`src/rtl/ctr_share_pkg.sv`:
```
// Shared types and helpers for the shared-counter arbiter: FSM state encoding
// and the round-robin first-set search.
package ctr_share_pkg;

   localparam int unsigned MAX_REQ = 32;
   localparam int unsigned IDX_W   = 5;

   typedef enum logic [1:0] {
      IDLE = 2'd0,
      LOAD = 2'd1,
      RUN  = 2'd2,
      DONE = 2'd3
   } state_e;

   // First set bit of req searching upward from ptr, wrapping at num_req.
   // Only the first num_req bits of req are considered.
   function automatic logic [IDX_W-1:0] rr_first(input logic [MAX_REQ-1:0] req,
                                                 input logic [IDX_W-1:0]   ptr,
                                                 input logic [IDX_W:0]     num_req);
      logic [IDX_W:0]   idx;
      logic [IDX_W-1:0] pick;
      logic             found;
      pick  = '0;
      found = 1'b0;
      for (int unsigned i = 0; i < MAX_REQ; i++) begin
         idx = {1'b0, ptr} + (IDX_W+1)'(i);
         // ptr < num_req and i < num_req, so one subtraction is enough to wrap
         if (idx >= num_req) idx = idx - num_req;
         if (!found && ((IDX_W+1)'(i) < num_req) && req[idx[IDX_W-1:0]]) begin
            found = 1'b1;
            pick  = idx[IDX_W-1:0];
         end
      end
      return pick;
   endfunction

endpackage

```
`src/rtl/ctr_share_arb_if.sv`:
```
// Requester-side bundle of the shared-counter arbiter: requests, load values,
// grant/done strobes and the visible counter value.
interface ctr_share_arb_if #(
   parameter int unsigned NUM_REQ = 4,
   parameter int unsigned CNT_W   = 4
);

   logic [NUM_REQ-1:0]       req_i;
   logic [NUM_REQ*CNT_W-1:0] req_val_i;
   logic [NUM_REQ-1:0]       gnt_o;
   logic [NUM_REQ-1:0]       done_o;
   logic                     busy_o;
   logic [CNT_W-1:0]         count_o;

   modport master (
      output req_i,
      output req_val_i,
      input  gnt_o,
      input  done_o,
      input  busy_o,
      input  count_o
   );

   modport slave (
      input  req_i,
      input  req_val_i,
      output gnt_o,
      output done_o,
      output busy_o,
      output count_o
   );

endinterface

```
`src/rtl/ld_ctr.sv`:
```
// Loadable up-counter with terminal-count flag; load wins over enable.
module ld_ctr #(
   parameter int unsigned CNT_W = 4
) (
   input  logic             clk,
   input  logic             reset,
   input  logic             en_i,
   input  logic             load_i,
   input  logic [CNT_W-1:0] load_val_i,
   output logic [CNT_W-1:0] count_o,
   output logic             tc_o
);

   always_ff @(posedge clk or posedge reset) begin
      if (reset) begin
         count_o <= '0;
      end else if (load_i) begin
         count_o <= load_val_i;
      end else if (en_i) begin
         count_o <= count_o + CNT_W'(1);
      end
   end

   assign tc_o = &count_o;

endmodule

```
`src/rtl/ctr_share_arb.sv`:
```
// Round-robin owner of one shared loadable counter: load the winner's value,
// count to all-ones, pulse done to the owner, then release.
module ctr_share_arb
   import ctr_share_pkg::*;
#(
   parameter int unsigned NUM_REQ = 4,
   parameter int unsigned CNT_W   = 4
) (
   input  logic             clk,
   input  logic             reset,
   ctr_share_arb_if.slave   bus
);

   localparam int unsigned OWN_W = $clog2(NUM_REQ);

   state_e             state_q, state_d;
   logic [OWN_W-1:0]   owner_q, owner_d;
   logic [CNT_W-1:0]   val_q,   val_d;
   logic [OWN_W-1:0]   ptr_q,   ptr_d;

   logic [OWN_W-1:0]   pick;
   logic [NUM_REQ-1:0] owner_oh;
   logic [NUM_REQ-1:0] gnt, done;
   logic               busy;
   logic               ctr_load, ctr_en, ctr_tc;
   logic [CNT_W-1:0]   count;
   logic [CNT_W-1:0]   req_val [NUM_REQ];

   for (genvar g = 0; g < NUM_REQ; g++) begin : g_val
      assign req_val[g] = bus.req_val_i[g*CNT_W +: CNT_W];
   end

   assign pick     = OWN_W'(rr_first(MAX_REQ'(bus.req_i), IDX_W'(ptr_q),
                                     (IDX_W+1)'(NUM_REQ)));
   assign owner_oh = NUM_REQ'(1'b1) << owner_q;

   // State, owner, captured value and round-robin pointer
   always_ff @(posedge clk or posedge reset) begin
      if (reset) begin
         state_q <= IDLE;
         owner_q <= '0;
         val_q   <= '0;
         ptr_q   <= '0;
      end else begin
         state_q <= state_d;
         owner_q <= owner_d;
         val_q   <= val_d;
         ptr_q   <= ptr_d;
      end
   end

   // Next-state, counter control and output decode
   always_comb begin
      state_d  = state_q;
      owner_d  = owner_q;
      val_d    = val_q;
      ptr_d    = ptr_q;
      ctr_load = 1'b0;
      ctr_en   = 1'b0;
      gnt      = '0;
      done     = '0;
      busy     = 1'b1;
      case (state_q)
         IDLE: begin
            busy = 1'b0;
            if (|bus.req_i) begin
               owner_d = pick;
               val_d   = req_val[pick];
               state_d = LOAD;
            end
         end
         LOAD: begin
            ctr_load = 1'b1;
            gnt      = owner_oh;
            state_d  = RUN;
         end
         RUN: begin
            gnt = owner_oh;
            // Stop on all-ones so the counter never wraps
            if (ctr_tc) begin
               state_d = DONE;
            end else begin
               ctr_en = 1'b1;
            end
         end
         DONE: begin
            done    = owner_oh;
            ptr_d   = (owner_q == OWN_W'(NUM_REQ-1)) ? '0 : owner_q + OWN_W'(1);
            state_d = IDLE;
         end
         default: state_d = IDLE;
      endcase
   end

   ld_ctr #(
      .CNT_W (CNT_W)
   ) u_ld_ctr (
      .clk        (clk),
      .reset      (reset),
      .en_i       (ctr_en),
      .load_i     (ctr_load),
      .load_val_i (val_q),
      .count_o    (count),
      .tc_o       (ctr_tc)
   );

   assign bus.gnt_o   = gnt;
   assign bus.done_o  = done;
   assign bus.busy_o  = busy;
   assign bus.count_o = count;

endmodule

```
`src/flat_wrapper.sv`:
```
// flat-port wrapper written by rule: the top's interface ports become plain ports
module ctr_share_arb_flat import ctr_share_pkg::*;
#(
   parameter int unsigned NUM_REQ = 4,
   parameter int unsigned CNT_W   = 4
)
  (clk, reset, bus_req_i, bus_req_val_i, bus_gnt_o, bus_done_o, bus_busy_o, bus_count_o);
  ctr_share_arb_if #(.NUM_REQ(NUM_REQ), .CNT_W(CNT_W)) bus_i ();
  input  logic clk;
  input  logic reset;
  input wire logic [$bits(bus_i.req_i)-1:0] bus_req_i;
  input wire logic [$bits(bus_i.req_val_i)-1:0] bus_req_val_i;
  output wire logic [$bits(bus_i.gnt_o)-1:0] bus_gnt_o;
  output wire logic [$bits(bus_i.done_o)-1:0] bus_done_o;
  output wire logic [$bits(bus_i.busy_o)-1:0] bus_busy_o;
  output wire logic [$bits(bus_i.count_o)-1:0] bus_count_o;
  assign bus_i.req_i = bus_req_i;
  assign bus_i.req_val_i = bus_req_val_i;
  assign bus_gnt_o = bus_i.gnt_o;
  assign bus_done_o = bus_i.done_o;
  assign bus_busy_o = bus_i.busy_o;
  assign bus_count_o = bus_i.count_o;
  ctr_share_arb #(.NUM_REQ(NUM_REQ), .CNT_W(CNT_W)) u_core (.clk(clk), .reset(reset), .bus(bus_i));
endmodule
```
`config.mk`:
```
export PLATFORM = sky130hd
export DESIGN_NAME = ctr_share_arb_flat
export DESIGN_NICKNAME = d
export VERILOG_FILES = /design/src/rtl/ctr_share_pkg.sv /design/src/rtl/ctr_share_arb_if.sv /design/src/rtl/ld_ctr.sv /design/src/rtl/ctr_share_arb.sv /design/src/flat_wrapper.sv
export SDC_FILE = /design/constraint.sdc
export NUM_CORES = 1
export LEC_CHECK = 0
export BUFFER_PORTS_ARGS = -buffer_cell sky130_fd_sc_hd__buf_2
export CAP_MARGIN = 20
export CORE_UTILIZATION = 40
export DETAILED_ROUTE_END_ITERATION = 7
export PLACE_DENSITY = 0.76
export SETUP_SLACK_MARGIN = 0.3
export SLEW_MARGIN = 20
export SYNTH_ARGS = -nofsm -noshare
export SYNTH_HDL_FRONTEND = slang
export SYNTH_SLANG_ARGS = --single-unit
```
`constraint.sdc`:
```
create_clock -name clk -period 4.9 [get_ports clk]
set_input_delay 0.735 -clock clk [delete_from_list [all_inputs] [get_ports clk]]
set_output_delay 0.735 -clock clk [all_outputs]
set_load 0.01 [all_outputs]
```
* Word level (Yosys, flattened, before mapping)
Cells that the tools add are included.
Operators by class: equal/unequal tests 6, $add $sub $neg 9, reductions and logical operators 13, shift-type cells 1, bitwise operators 1, $lt $le $gt $ge 9, muxes and demuxes 34
Operator list (number):
- 5-bit by 6-bit less-than comparator with 1-bit output, second input constant | 4
- 4-bit 2-to-1 mux | 6
- 1-bit binary-select mux with 5-bit select | 4
- 5-bit 2-to-1 mux | 4
- 6-bit by 3-bit >= comparator with 1-bit output, second input constant | 3
- 5-bit by 3-bit subtractor with 5-bit output, second input constant | 3
- 2-bit 2-to-1 mux | 7
- 1-bit 2-to-1 mux | 11
- 4-bit binary-select mux with 2-bit select | 1
- 2-bit case mux with 4 select lines | 1
- 2-bit by 2-bit adder with 3-bit output, second input constant | 2
- 2-bit == test, second input constant | 3
- 4-bit by 1-bit adder with 4-bit output, second input constant | 1
- 2-bit by 1-bit inequality test with 1-bit output, second input constant | 2
- 2-bit AND reduction | 2
- 4-bit AND reduction | 1
- 4-bit OR reduction | 1
- 1-bit by 2-bit left shift with 4-bit output, first input constant | 1
- 2-bit by 3-bit subtractor with 4-bit output, second input constant | 1
- 2-bit by 1-bit adder with 3-bit output, second input constant | 1
- 2-bit by 3-bit >= comparator with 1-bit output, second input constant | 1
- 3-bit >= comparator, second input constant | 1
- 1-bit logical AND | 3
- 1-bit zero test | 3
- 6 further kinds | 6
Word-level totals: output and inout port bits 13, logic and storage cells 78, flip-flop bits (word level) 14

* Logic depth before layout (Yosys ltp)
Gate-level depths: netlist of run 1.
word-level depth 18, mapped depth 10

* Modules after synthesis
A second synthesis of run 1 with hierarchy kept.
Unflattened totals: cell total of the unflattened synthesis 127, area total of the unflattened synthesis 1267.5 um2
Modules (own cells, without submodules):
- ctr_share_arb | cells each 107, times used 1, area an instance 1061.0 um2
- ld_ctr | cells each 20, times used 1, area an instance 206.4 um2

* Least setup slack after synthesis of run 1
OpenSTA, ideal clock, no wires.
kind input to register, start input port bus_req_i[3], end register u_core.val_q[2], required time 4.774 ns, setup slack 2.061 ns, buffers on the path 0, stages 7, data arrival time 2.713 ns, library setup time 0.126 ns, path through mux2_4 -> and3_4 -> nor2_4 -> or4b_4 -> a21oi_4 -> mux2_1 -> a221o_1
On the way: cells in the longest elaborated chain, start to end 16, elaborated cells between the ends (all ways) 27, those cells by class 18 x mux; 1 x bitwise; 8 x reduce/logical
RTL lines:
- from (decl) | line flat_wrapper.sv:11 | input wire logic [$bits(bus_i.req_i)-1:0] bus_req_i;
- 1-bit binary-select mux with 5-bit select | line ctr_share_pkg.sv:29 | if (!found && ((IDX_W+1)'(i) < num_req) && req[idx[IDX_W-1:0]]) begin
- 1-bit 2-to-1 mux (not written as such) | line ctr_share_pkg.sv:29
- 1-bit 2-to-1 mux | line ctr_share_pkg.sv:29
- 1-bit zero test | line ctr_share_pkg.sv:29
- 1-bit logical AND | line ctr_share_pkg.sv:29
- 1-bit 2-to-1 mux | line ctr_share_pkg.sv:29
- 1-bit zero test | line ctr_share_pkg.sv:29
- 1-bit logical AND | line ctr_share_pkg.sv:29
- 1-bit 2-to-1 mux | line ctr_share_pkg.sv:29
- 1-bit zero test | line ctr_share_pkg.sv:29
- 1-bit logical AND | line ctr_share_pkg.sv:29
- 2-bit 2-to-1 mux | line ctr_share_pkg.sv:29
- 2-bit NOT with 3-bit output (not written as such) | line ctr_share_arb.sv:68 | val_d = req_val[pick];
- 4-bit binary-select mux with 2-bit select | line ctr_share_arb.sv:68
- 4-bit 2-to-1 mux (not written as such) (2 in series) | line ctr_share_arb.sv:68
- to (signal assigned) | line ctr_share_arb.sv:47 | val_q <= val_d;
- to (decl) | line ctr_share_arb.sv:18 | logic [CNT_W-1:0] val_q, val_d;
Parallel ways exist; a longest one is shown, timed or not. The select of a mux whose other input is x is not followed. A chain may end at the register's enable or synchronous reset.

* Worst setup path after layout of run 1
start register u_core.ptr_q[0], end register u_core.val_q[2]
On the way: cells in the longest elaborated chain, start to end 18, elaborated cells between the ends (all ways) 40, those cells by class 7 x add/sub; 4 x order compare; 22 x mux; 1 x bitwise; 6 x reduce/logical
RTL lines:
- from (decl) | line ctr_share_arb.sv:19 | logic [OWN_W-1:0] ptr_q, ptr_d;
- from (signal assigned) | line ctr_share_arb.sv:48 | ptr_q <= ptr_d;
- branches (longest 13 deep; another with 5-bit by 3-bit subtractor with 5-bit output)
- 2-bit 2-to-1 mux (*) | line ctr_share_pkg.sv:29
- 2-bit NOT with 3-bit output (not written as such) (*) | line ctr_share_arb.sv:68
- 4-bit binary-select mux with 2-bit select (*) | line ctr_share_arb.sv:68
- 4-bit 2-to-1 mux (not written as such) (*) (2 in series) | line ctr_share_arb.sv:68
Every way passes the cells marked *. The select of a mux whose other input is x is not followed.

==> run metrics, run 1 <==
Via density=5.32; commonest non-fill, non-tap cell in the layout=buf_2; Placed Area=approximately 1400 um2; Detail Placement HPWL=2080 um; Fmax achieved=roughly 320 MHz; setup repair bufs after CTS=0; share of layout cells above drive strength 1=a little under a third; # fillers=266; Leak Pwr=around 0.73 nW; CP arrival=~3.4 ns; drt first pass iters=4; Clock Skews=0.00313 ns; crit end category=register; CTS max path bufs=2; Post-Synth Simple-Gate Area=between 10% and 20%; CP required=5.08 ns; first-pass GRT wire length=between 4000 and 5000 um; multiplexer share of the synthesized area=between 10% and 20%; largest net degree at the start of global routing=15; status=finished, final reports clean; drt initial violations=27; final count of hold timing violations=0; most frequent cells in the layout=buf_2, inv_1, dfrtp_1; hold crit path type=input port to async pin; routed length per instance=~13 um; final critical-path share of the clock period=between 60% and 70%; port bufs=34; DRT Wirelength=2540 um; NetSw=around 440 uW; antenna diode count=0; YS warnings=0; Synth Area in Compound Gates=approximately 17%; Internal Power=about 500 uW; GRT Util Overall=around 18%; area of the multi-input gates=around 760 um2; initial antenna violation count=0; register area=between 300 and 400 um2; Worst setup SP type=register; Final Max Slew Viols=0; sequential share of the synthesized area=between 20 and 30%; via count=approximately 1000; antenna-violating nets left=0; CORE AREA=between 2000 and 3000 um2; XOR/XNOR Fraction of Synth Area=about 2.2%; final setup vio count=0; peak supply drop=between 0.0003 and 0.0004 V; Cells after DPL=between 150 and 200; Synth Register Bits=14; fin nets=slightly below 200; drt drc=0; number of I/O pins=35; CP Class=register to register; relative slew slack=a little over three fifths; CTS tree=done; CTS root buffer=clkbuf_4; average size of a mapped cell=between 9 and 10 um2; worst slew pin tran=around 0.55 ns; Critical Path Fanout Max=10; Max Cap Viol=0; Syn-to-layout area delta=19.6%; die width=56.2 um; H-Tree Depth=1; RePlAce Congestion=approximately 0.87; PwrDens=678 nW/um2; TritonCTS Buffers=3; CTS hold repair buffers=0; final instance count without filler cells=189; grt total ovfl=0; # rows=19; Initial Util=a little over two fifths; post-synthesis adder-cell area fraction=13.8%; full die area=3160 um2; number of global-route vias before repair=1013; Combinational Power Share=66.2%; clk slew on worst S/H paths=0.09 ns; CTS resizes=0; clk_lat worst skew=between 0.2 and 0.3 ns; Sink Count=14; die height=56.2 um; Final Cell Area=~1400 um2; Clock Power Share=about 9.0%; Net Sw Frac=roughly 46%; Final min period=3.17 ns; Post-Syn Area=approximately 1200 um2; Distinct cells, synth=35; setup TNS=0 ns; Syn Inst Count=122; RSZ-0062 raised after global routing=false; Flop pwr share=24.8%; largest family of logic cells by synthesized area=simple AND/OR/NAND/NOR gates; Post-Syn Nets=157
-- power by group through the flow --
stage	clock network [mW]	registers [mW]	logic (mW)
2_1_floorplan	0	0.229	0.491
3_3_place_gp	0	0.235	0.598
3_5_place_dp	0	0.240	0.629
4_1_cts	0.0878	0.237	0.634
5_1_grt	0.0942	0.247	0.698
6_report	0.0855	0.237	0.631
-- worst max-delay path, stage by stage, from the launching register on --
cell,delay [ns]
dfrtp_1,0.58
inv_1,0.19
ha_1,0.43
inv_1,0.07
a211oi_1,0.18
a21oi_1,0.06
or4b_4,0.52
a21oi_4,0.32
mux2_1,0.38
a221o_1,0.32
-- final cells by class --
class	instances	share of cell area, %
timing repair buffer	34	12.1
tap	31	2.76
sequential	14	24.9
clock buffer	4	2.58
inverter	14	3.74
multi-input combinational	92	53.9
-- worst paths after layout --
check	from	to	slack (ns)	cells after the start
min in group clk	u_core.val_q[0]	u_core.u_ld_ctr.count_o[0]	0.49	2
max in group asynchronous	reset	u_core.val_q[0]	4.06	2
max	u_core.ptr_q[0]	u_core.val_q[2]	1.73	9
min reg2reg	u_core.val_q[0]	u_core.u_ld_ctr.count_o[0]	0.49	2
max reg2reg	u_core.ptr_q[0]	u_core.val_q[2]	1.73	9
min	reset	u_core.val_q[2]	0.48	2
-- through the flow --
stage               hold WS [ns]  power [mW]  utilization, %  worst slack [ns]
detailed placement         0.475       0.868            49.6              1.74
finish                     0.479       0.953            51.0              1.73
floorplan                  0.447       0.720               -              2.06
global placement           0.473       0.833            49.6              1.87
global route               0.518        1.04            51.0              1.57
CTS                        0.491       0.959            51.0              1.70
-- cell usage after synthesis, drive strengths merged --
cell type / number / share of area, %
dfrtp: 14 / 30
inv: 14 / 4.5
ha: 13 / 14
mux2i: 12 / 10
nand2: 10 / 3.2
and2: 9 / 4.8
nor2: 8 / 3.2
o21ai: 7 / 3.3
a21oi: 5 / 3.1
a222oi: 3 / 2.6
mux2: 3 / 3.2
a211oi: 2 / 1.3
a21o: 2 / 1.3
a31oi: 2 / 1.1
nand2b: 2 / 1.1
o22ai: 2 / 1.1
xnor2: 2 / 1.5
a211o: 1 / 0.75
a221o: 1 / 0.85
and3: 1 / 0.96
buf: 1 / 0.96
clkbuf: 1 / 0.32
mux4: 1 / 1.9
nand4: 1 / 0.53
nor2b: 1 / 0.53
nor3b: 1 / 1.1
o21a: 1 / 1.3
or4b: 1 / 1.2
xor2: 1 / 0.75
-- routing by layer --
metal	global-route usage, %	share of wire (%)	vias up
met4	4.18	0.67	0
met3	3.49	5.7	2
li1	-	-	496
met2	29.4	46	37
met5	0	0	-
met1	23.6	48	470
-- sequential cells by signal, indices dropped and copies added (netlist names) --
name / cells
u_core.owner_q: 2
u_core.ptr_q: 2
u_core.val_q: 4
u_core.u_ld_ctr.count_o: 4
u_core.state_q: 2
-- cell families (layout without fill, tap and decap cells) --
logic type | after synthesis | in the layout
simple gates | 34 | 34
compound gates | 26 | 26
mux | 16 | 16
buf+inv | 16 | 52
flops | 14 | 14
fa+ha+maj | 13 | 13
xor+xnor | 3 | 3
No activity file was read; power rests on OpenSTA's default activity.
==> run 2: changes to the inputs <==
--- a/config.mk
+++ b/config.mk
@@ -9,7 +9,7 @@
 export CAP_MARGIN = 20
 export CORE_UTILIZATION = 40
 export DETAILED_ROUTE_END_ITERATION = 7
-export PLACE_DENSITY = 0.76
+export PLACE_DENSITY = 0.78
 export SETUP_SLACK_MARGIN = 0.3
 export SLEW_MARGIN = 20
 export SYNTH_ARGS = -nofsm -noshare
==> constraint.sdc (replaced) <==
create_clock -name clk -period 2.6 [get_ports clk]
set_input_delay 0.39 -clock clk [delete_from_list [all_inputs] [get_ports clk]]
set_output_delay 0.39 -clock clk [all_outputs]
set_load 0.01 [all_outputs]
==> run 2 against run 1 <==
Compared with the run above: worst hold slack lost 0.33 ns; routed wire length grew 4.9%; sequential power grew 82%; clock power grew 42%; critical endpoint unchanged; global-route usage grew 0.87 points; clock skew grew 0.00076 ns; utilization grew 5.8 points; sequential share of layout area shrank 2.5 points.
==> run metrics, run 2 (synthesis results as in run 1) <==
final critical-path share of the clock period=98.7% (+34 points); peak supply drop=0.000876 V (+160%); area of the multi-input gates=796 um2 (+5.1%); Detail Placement HPWL=2140 um (+3.2%); drt initial violations=34 (+26%); met2 Usage GRT=34.2% (+4.8 points); DRT Wirelength=2670 um (+4.9%); Critical Path, Cell by Cell=buf_12 -> inv_6 -> ha_4 -> inv_2 -> a211oi_2 -> a21oi_1 -> or4b_4 -> a21oi_4 -> mux2_4 -> a221o_1; worst slew pin tran=0.547 ns (-0.00658 ns); CP Class=register to register; grt total ovfl=0 (unchanged); CP required=2.76 ns (-2.32 ns); Regs by FF count=u_core.u_ld_ctr.count_o x4, u_core.val_q x4; number of I/O pins=35 (unchanged); met1 usage=22.0% (-1.6 points); final count of hold timing violations=0 (unchanged); crit end category=register; PwrDens=1340 nW/um2 (+98%); Reg2Reg Launch Point=u_core.ptr_q[0]; CTS max path bufs=2 (unchanged); Final min period=2.57 ns (-0.604 ns); register area=352 um2 (+0.36%); # rows=19 (unchanged); Leak Pwr=0.811 nW (+11%); relative slew slack=63.5% (+0.44 points); final setup vio count=0 (unchanged); setup TNS=0 ns (unchanged); Initial Util=42.6% (unchanged); final instance count without filler cells=203 (+7.4%); Final Max Slew Viols=0 (unchanged); clk_lat worst skew=0.27 ns (-0.02 ns); routed length per instance=13.1 um (-2.4%); antenna-violating nets left=0 (unchanged); total power=2.10 mW (+120%); Worst setup SP type=register; fin nets=209 (+7.7%); CP arrival=2.73 ns (-0.62 ns); Sink Count=14 (unchanged); Final Cell Area=1570 um2 (+11%); drt drc=0 (unchanged); via count=1039 (+3.4%); Max Cap Viol=0 (unchanged); # fillers=244 (-8.3%); hold crit path type=input port to async pin; RePlAce Congestion=0.809 (-7.0%); CTS root buffer=clkbuf_4; CORE AREA=2760 um2 (unchanged); clk slew on worst S/H paths=0.08 ns (about the same); Hold WS=0.145 ns (-0.335 ns); number of global-route vias before repair=1079 (+6.5%); share of layout cells above drive strength 1=40.7% (+10 points); status=finished, final reports clean; CP max stage cell=or4b_4; initial antenna violation count=0 (unchanged); worst reg2reg setup slack=0.03 ns (-1.70 ns); GR Util met3=1.40% (-2.1 points); Buf+Inv Stages, Crit Path=3 (+1); r2r endpoint=u_core.val_q[2]; Placed Area=1460 um2 (+6.9%); TritonCTS Buffers=3 (unchanged); Crit path depth=10 (+1); die height=56.2 um (unchanged); Cells after DPL=194 (+4.9%); die width=56.2 um (unchanged); Fmax achieved=390 MHz (+24%); GRT Util Overall=18.6% (+0.87 points); most frequent cells in the layout=buf_2, buf_4, dfrtp_1; full die area=3160 um2 (unchanged); RSZ-0062 raised after global routing=true; Syn-to-layout area delta=33.2%; Critical Path Fanout Max=5 (-5); H-Tree Depth=1 (unchanged); port bufs=34 (unchanged); Clock Skews=0.00389 ns (+0.000759 ns); first-pass GRT wire length=4590 um (+2.9%); CTS tree=done; Largest stage delay, worst path=0.51 ns (-0.07 ns); drt first pass iters=4 (unchanged); largest net degree at the start of global routing=15 (unchanged); GRT Max-Usage Layer=met2; cell type group with the largest total delay on the critical path=compound AO/OA/AOI/OAI gates; Via density=5.12 (-3.7%); FF-to-FF path depth=10 (+1); antenna diode count=0 (unchanged); commonest non-fill, non-tap cell in the layout=buf_2
run 2: power breakdown:
group | total (mW) | switching (mW) | internal, mW
combinational | 1.54 | 0.743 | 0.801
clock | 0.121 | 0.0674 | 0.0536
sequential | 0.432 | 0.0989 | 0.334
total | 2.10 | 0.909 | 1.19
run 2: cell type report:
| cell class | instances | area share, % |
|---|---|---|
| repair buffers | 49 | 19.1 |
| flip-flops and latches | 14 | 22.5 |
| inverters | 14 | 3.68 |
| multi-input cells | 92 | 50.8 |
| well taps | 31 | 2.48 |
| clock buffers | 3 | 1.44 |
run 2: timing repair:
item / 4_1_cts / 5_1_grt
pin swaps: 3 / 1
hold buffers: 0 / 0
endpoints found under the setup margin: 5 / 5
setup buffers: 6 / 0
endpoints found under the hold margin: 0 / 0
resized for setup: 7 / 1
run 2: metal layers:
layer	routed length (um)	vias to the layer above
met3	75	4
met1	1090	486
met2	1480	23
li1	-	526
met5	0	-
met4	28	0
run 2: how the worst max path moves through the flow:
| stage | start | end | slack [ns] |
|---|---|---|---|
| 2_1_floorplan | u_core.ptr_q[0] | u_core.val_q[2] | -0.08 |
| 6_report | u_core.ptr_q[0] | u_core.val_q[2] | 0.03 |
| 3_5_place_dp | u_core.ptr_q[0] | u_core.val_q[2] | -0.14 |
| 3_3_place_gp | u_core.ptr_q[0] | u_core.val_q[2] | -0.04 |
| 5_1_grt | u_core.ptr_q[0] | u_core.val_q[2] | -0.03 |
| 4_1_cts | u_core.ptr_q[0] | u_core.val_q[2] | 0.05 |
run 2: stage by stage:
stage,setup WS (ns),utilization [%]
finish,0.0337,56.8
global route,-0.0267,56.8
CTS,0.0451,56.5
detailed placement,-0.140,53.0
global placement,-0.0403,53.0
floorplan,-0.0758,-
==> run 3: changes to the inputs <==
--- a/config.mk
+++ b/config.mk
@@ -9,7 +9,7 @@
 export CAP_MARGIN = 20
 export CORE_UTILIZATION = 40
 export DETAILED_ROUTE_END_ITERATION = 7
-export PLACE_DENSITY = 0.78
+export PLACE_DENSITY = 0.76
 export SETUP_SLACK_MARGIN = 0.3
 export SLEW_MARGIN = 20
 export SYNTH_ARGS = -nofsm -noshare
==> constraint.sdc (replaced) <==
create_clock -name clk -period 2.42 [get_ports clk]
set_input_delay 0.363 -clock clk [delete_from_list [all_inputs] [get_ports clk]]
set_output_delay 0.363 -clock clk [all_outputs]
set_load 0.01 [all_outputs]
==> run 3 against run 2 <==
Compared with the run above: the flow now finishes with violations (setup timing); worst setup slack lost 0.15 ns; combinational power up 12%; cell count rose by 2.5%; critical path depth is 2 lower; register-to-register slack got worse by 0.15 ns; clock-buffer cell count grew 1; via count rose by 3.0%; critical endpoint unchanged; largest power group unchanged.
==> run metrics, run 3 (synthesis results as in run 1) <==
status=finished, violations left; violated checks=setup timing; Critical Path Fanout Max=4 (-1); die width=56.2 um (unchanged); CTS tree=done; Clock Power Share=7.4% (+1.6 points); Final Cell Area=1620 um2 (+3.4%); Internal Power=1.35 mW (+13%); drt first pass iters=5 (+1); RSZ-0062 raised after global routing=true; H-Tree Depth=1 (unchanged); Net Sw Frac=43.0% (-0.39 points); Final min period=2.53 ns (-0.0322 ns); final count of hold timing violations=0 (unchanged); die height=56.2 um (unchanged); Flop pwr share=19.6% (-1.0 points); PwrDens=1460 nW/um2 (+8.9%); commonest non-fill, non-tap cell in the layout=buf_2; drt initial violations=25 (-26%); Combinational Power Share=73.0% (-0.6 points); first-pass GRT wire length=4750 um (+3.6%); # rows=19 (unchanged); NetSw=1.01 mW (+12%); area of the multi-input gates=807 um2 (+1.4%); clk_lat worst skew=0.28 ns (about the same); worst slew pin tran=0.579 ns (+0.0324 ns); # fillers=246 (+0.82%); drt drc=0 (unchanged); Via density=5.14 (+0.51%); CP Class=register to register; Final Max Slew Viols=0 (unchanged); Critical Path, Cell by Cell=buf_6 -> mux2_4 -> and3_4 -> nor2_4 -> or4b_4 -> a21oi_4 -> mux2_4 -> a221o_1; most frequent cells in the layout=buf_2, buf_4, dfrtp_1; Worst setup SP type=register; Max Cap Viol=0 (unchanged); Sink Count=14 (unchanged); via count=1070 (+3.0%); full die area=3160 um2 (unchanged); relative slew slack=61.4% (-2.2 points); Fmax achieved=395 MHz (+1.3%); Initial Util=42.6% (unchanged); Detail Placement HPWL=2250 um (+5.2%); grt total ovfl=0 (unchanged); CORE AREA=2760 um2 (unchanged); Leak Pwr=0.839 nW (+3.5%); GRT Util Overall=18.8% (+0.19 points); total power=2.36 mW (+13%); CP arrival=2.71 ns (-0.02 ns); RePlAce Congestion=0.812 (+0.42%); final setup vio count=4 (+4); CP required=2.60 ns (-0.16 ns); Syn-to-layout area delta=37.8%; Regs by FF count=u_core.u_ld_ctr.count_o x4, u_core.val_q x4; Clock Skews=0.00120 ns (-0.00269 ns); largest net degree at the start of global routing=15 (unchanged); Placed Area=1500 um2 (+2.6%); number of global-route vias before repair=1122 (+4.0%); CTS hold repair buffers=0 (unchanged); final critical-path share of the clock period=105% (+6.0 points); number of I/O pins=35 (unchanged); CP dominant cell by count=mux2_4; TritonCTS Buffers=3 (unchanged); fin nets=213 (+1.9%); initial antenna violation count=0 (unchanged); crit end category=register; clk slew on worst S/H paths=0.09 ns (about the same); antenna-violating nets left=0 (unchanged); register area=352 um2 (unchanged); Largest stage delay, worst path=0.50 ns (about the same); CTS root buffer=clkbuf_4; hold crit path type=input port to async pin; share of layout cells above drive strength 1=42.4% (+1.7 points); routed length per instance=14.0 um (+6.2%); antenna diode count=0 (unchanged); CTS max path bufs=2 (unchanged); DRT Wirelength=2900 um (+8.8%); port bufs=34 (unchanged); peak supply drop=0.000799 V (-8.8%); final worst slack=-0.114 ns (-0.148 ns); CP max stage cell=or4b_4
run 3: path summary, 6_finish.rpt:
check | from | endpoint | slack [ns] | cells past startpoint
worst max register to register | u_core.ptr_q[0] | u_core.val_q[2] | -0.11 | 8
worst min register to register | u_core.val_q[2] | u_core.u_ld_ctr.count_o[2] | 0.51 | 2
min in group clk | bus_req_val_i[1] | u_core.val_q[1] | 0.42 | 3
worst max-delay path | u_core.ptr_q[0] | u_core.val_q[2] | -0.11 | 8
worst min-delay path | reset | u_core.val_q[0] | 0.12 | 2
max in group asynchronous | reset | u_core.ptr_q[0] | 1.89 | 2
run 3: per-stage QoR:
stage          setup WS, ns  TNS (ns)  hold WS (ns)  util, %  cells
6_report             -0.114    -0.293         0.122     58.7    208
5_1_grt              -0.208    -0.770         0.169     58.7    208
4_1_cts              -0.111    -0.287         0.137     57.7    208
3_5_place_dp         -0.281     -1.16         0.450     54.4    199
3_3_place_gp         -0.190    -0.590         0.435     54.4    199
2_1_floorplan        -0.256    -0.269         0.252        -    122
run 3: final cells by class:
type                    instances  share of cell area [%]
clock buffers                   4                    2.24
inverters                      14                    3.55
multi-input cells              92                    49.8
flip-flops and latches         14                    21.7
well taps                      31                    2.40
repair buffers                 53                    20.2
run 3: routing by layer:
| metal | up-vias | GRT usage (%) | wire (um) |
|---|---|---|---|
| li1 | 536 | - | - |
| met5 | - | 0 | 0 |
| met2 | 29 | 34.4 | 1550 |
| met1 | 503 | 22.6 | 1230 |
| met4 | 0 | 5.57 | 15 |
| met3 | 2 | 2.56 | 107 |
run 3: power groups by stage:
stage                     registers [mW]  logic [mW]  clock network, mW
after detailed placement           0.487        1.52                  0
final                              0.463        1.72              0.174
after floorplan                    0.464        1.06                  0
after global placement             0.475        1.45                  0
after CTS                          0.461        1.67              0.176
after global routing               0.481        1.86              0.186
run 3: repair_timing:
| action | CTS | global route |
|---|---|---|
| buffers inserted | 5 | 0 |
| gates resized for setup | 6 | 5 |
| endpoints found under the setup margin | 6 | 6 |
| pin swaps | 3 | 1 |
run 3: critical path: cells and delay by family (launching register included):
kind                   cells  cell delay [ns]
and+or+nand+nor            3             0.75
muxes                      2             0.61
AOI/OAI and AO/OA          2             0.47
DFF                        1             0.45
buffers and inverters      1             0.14
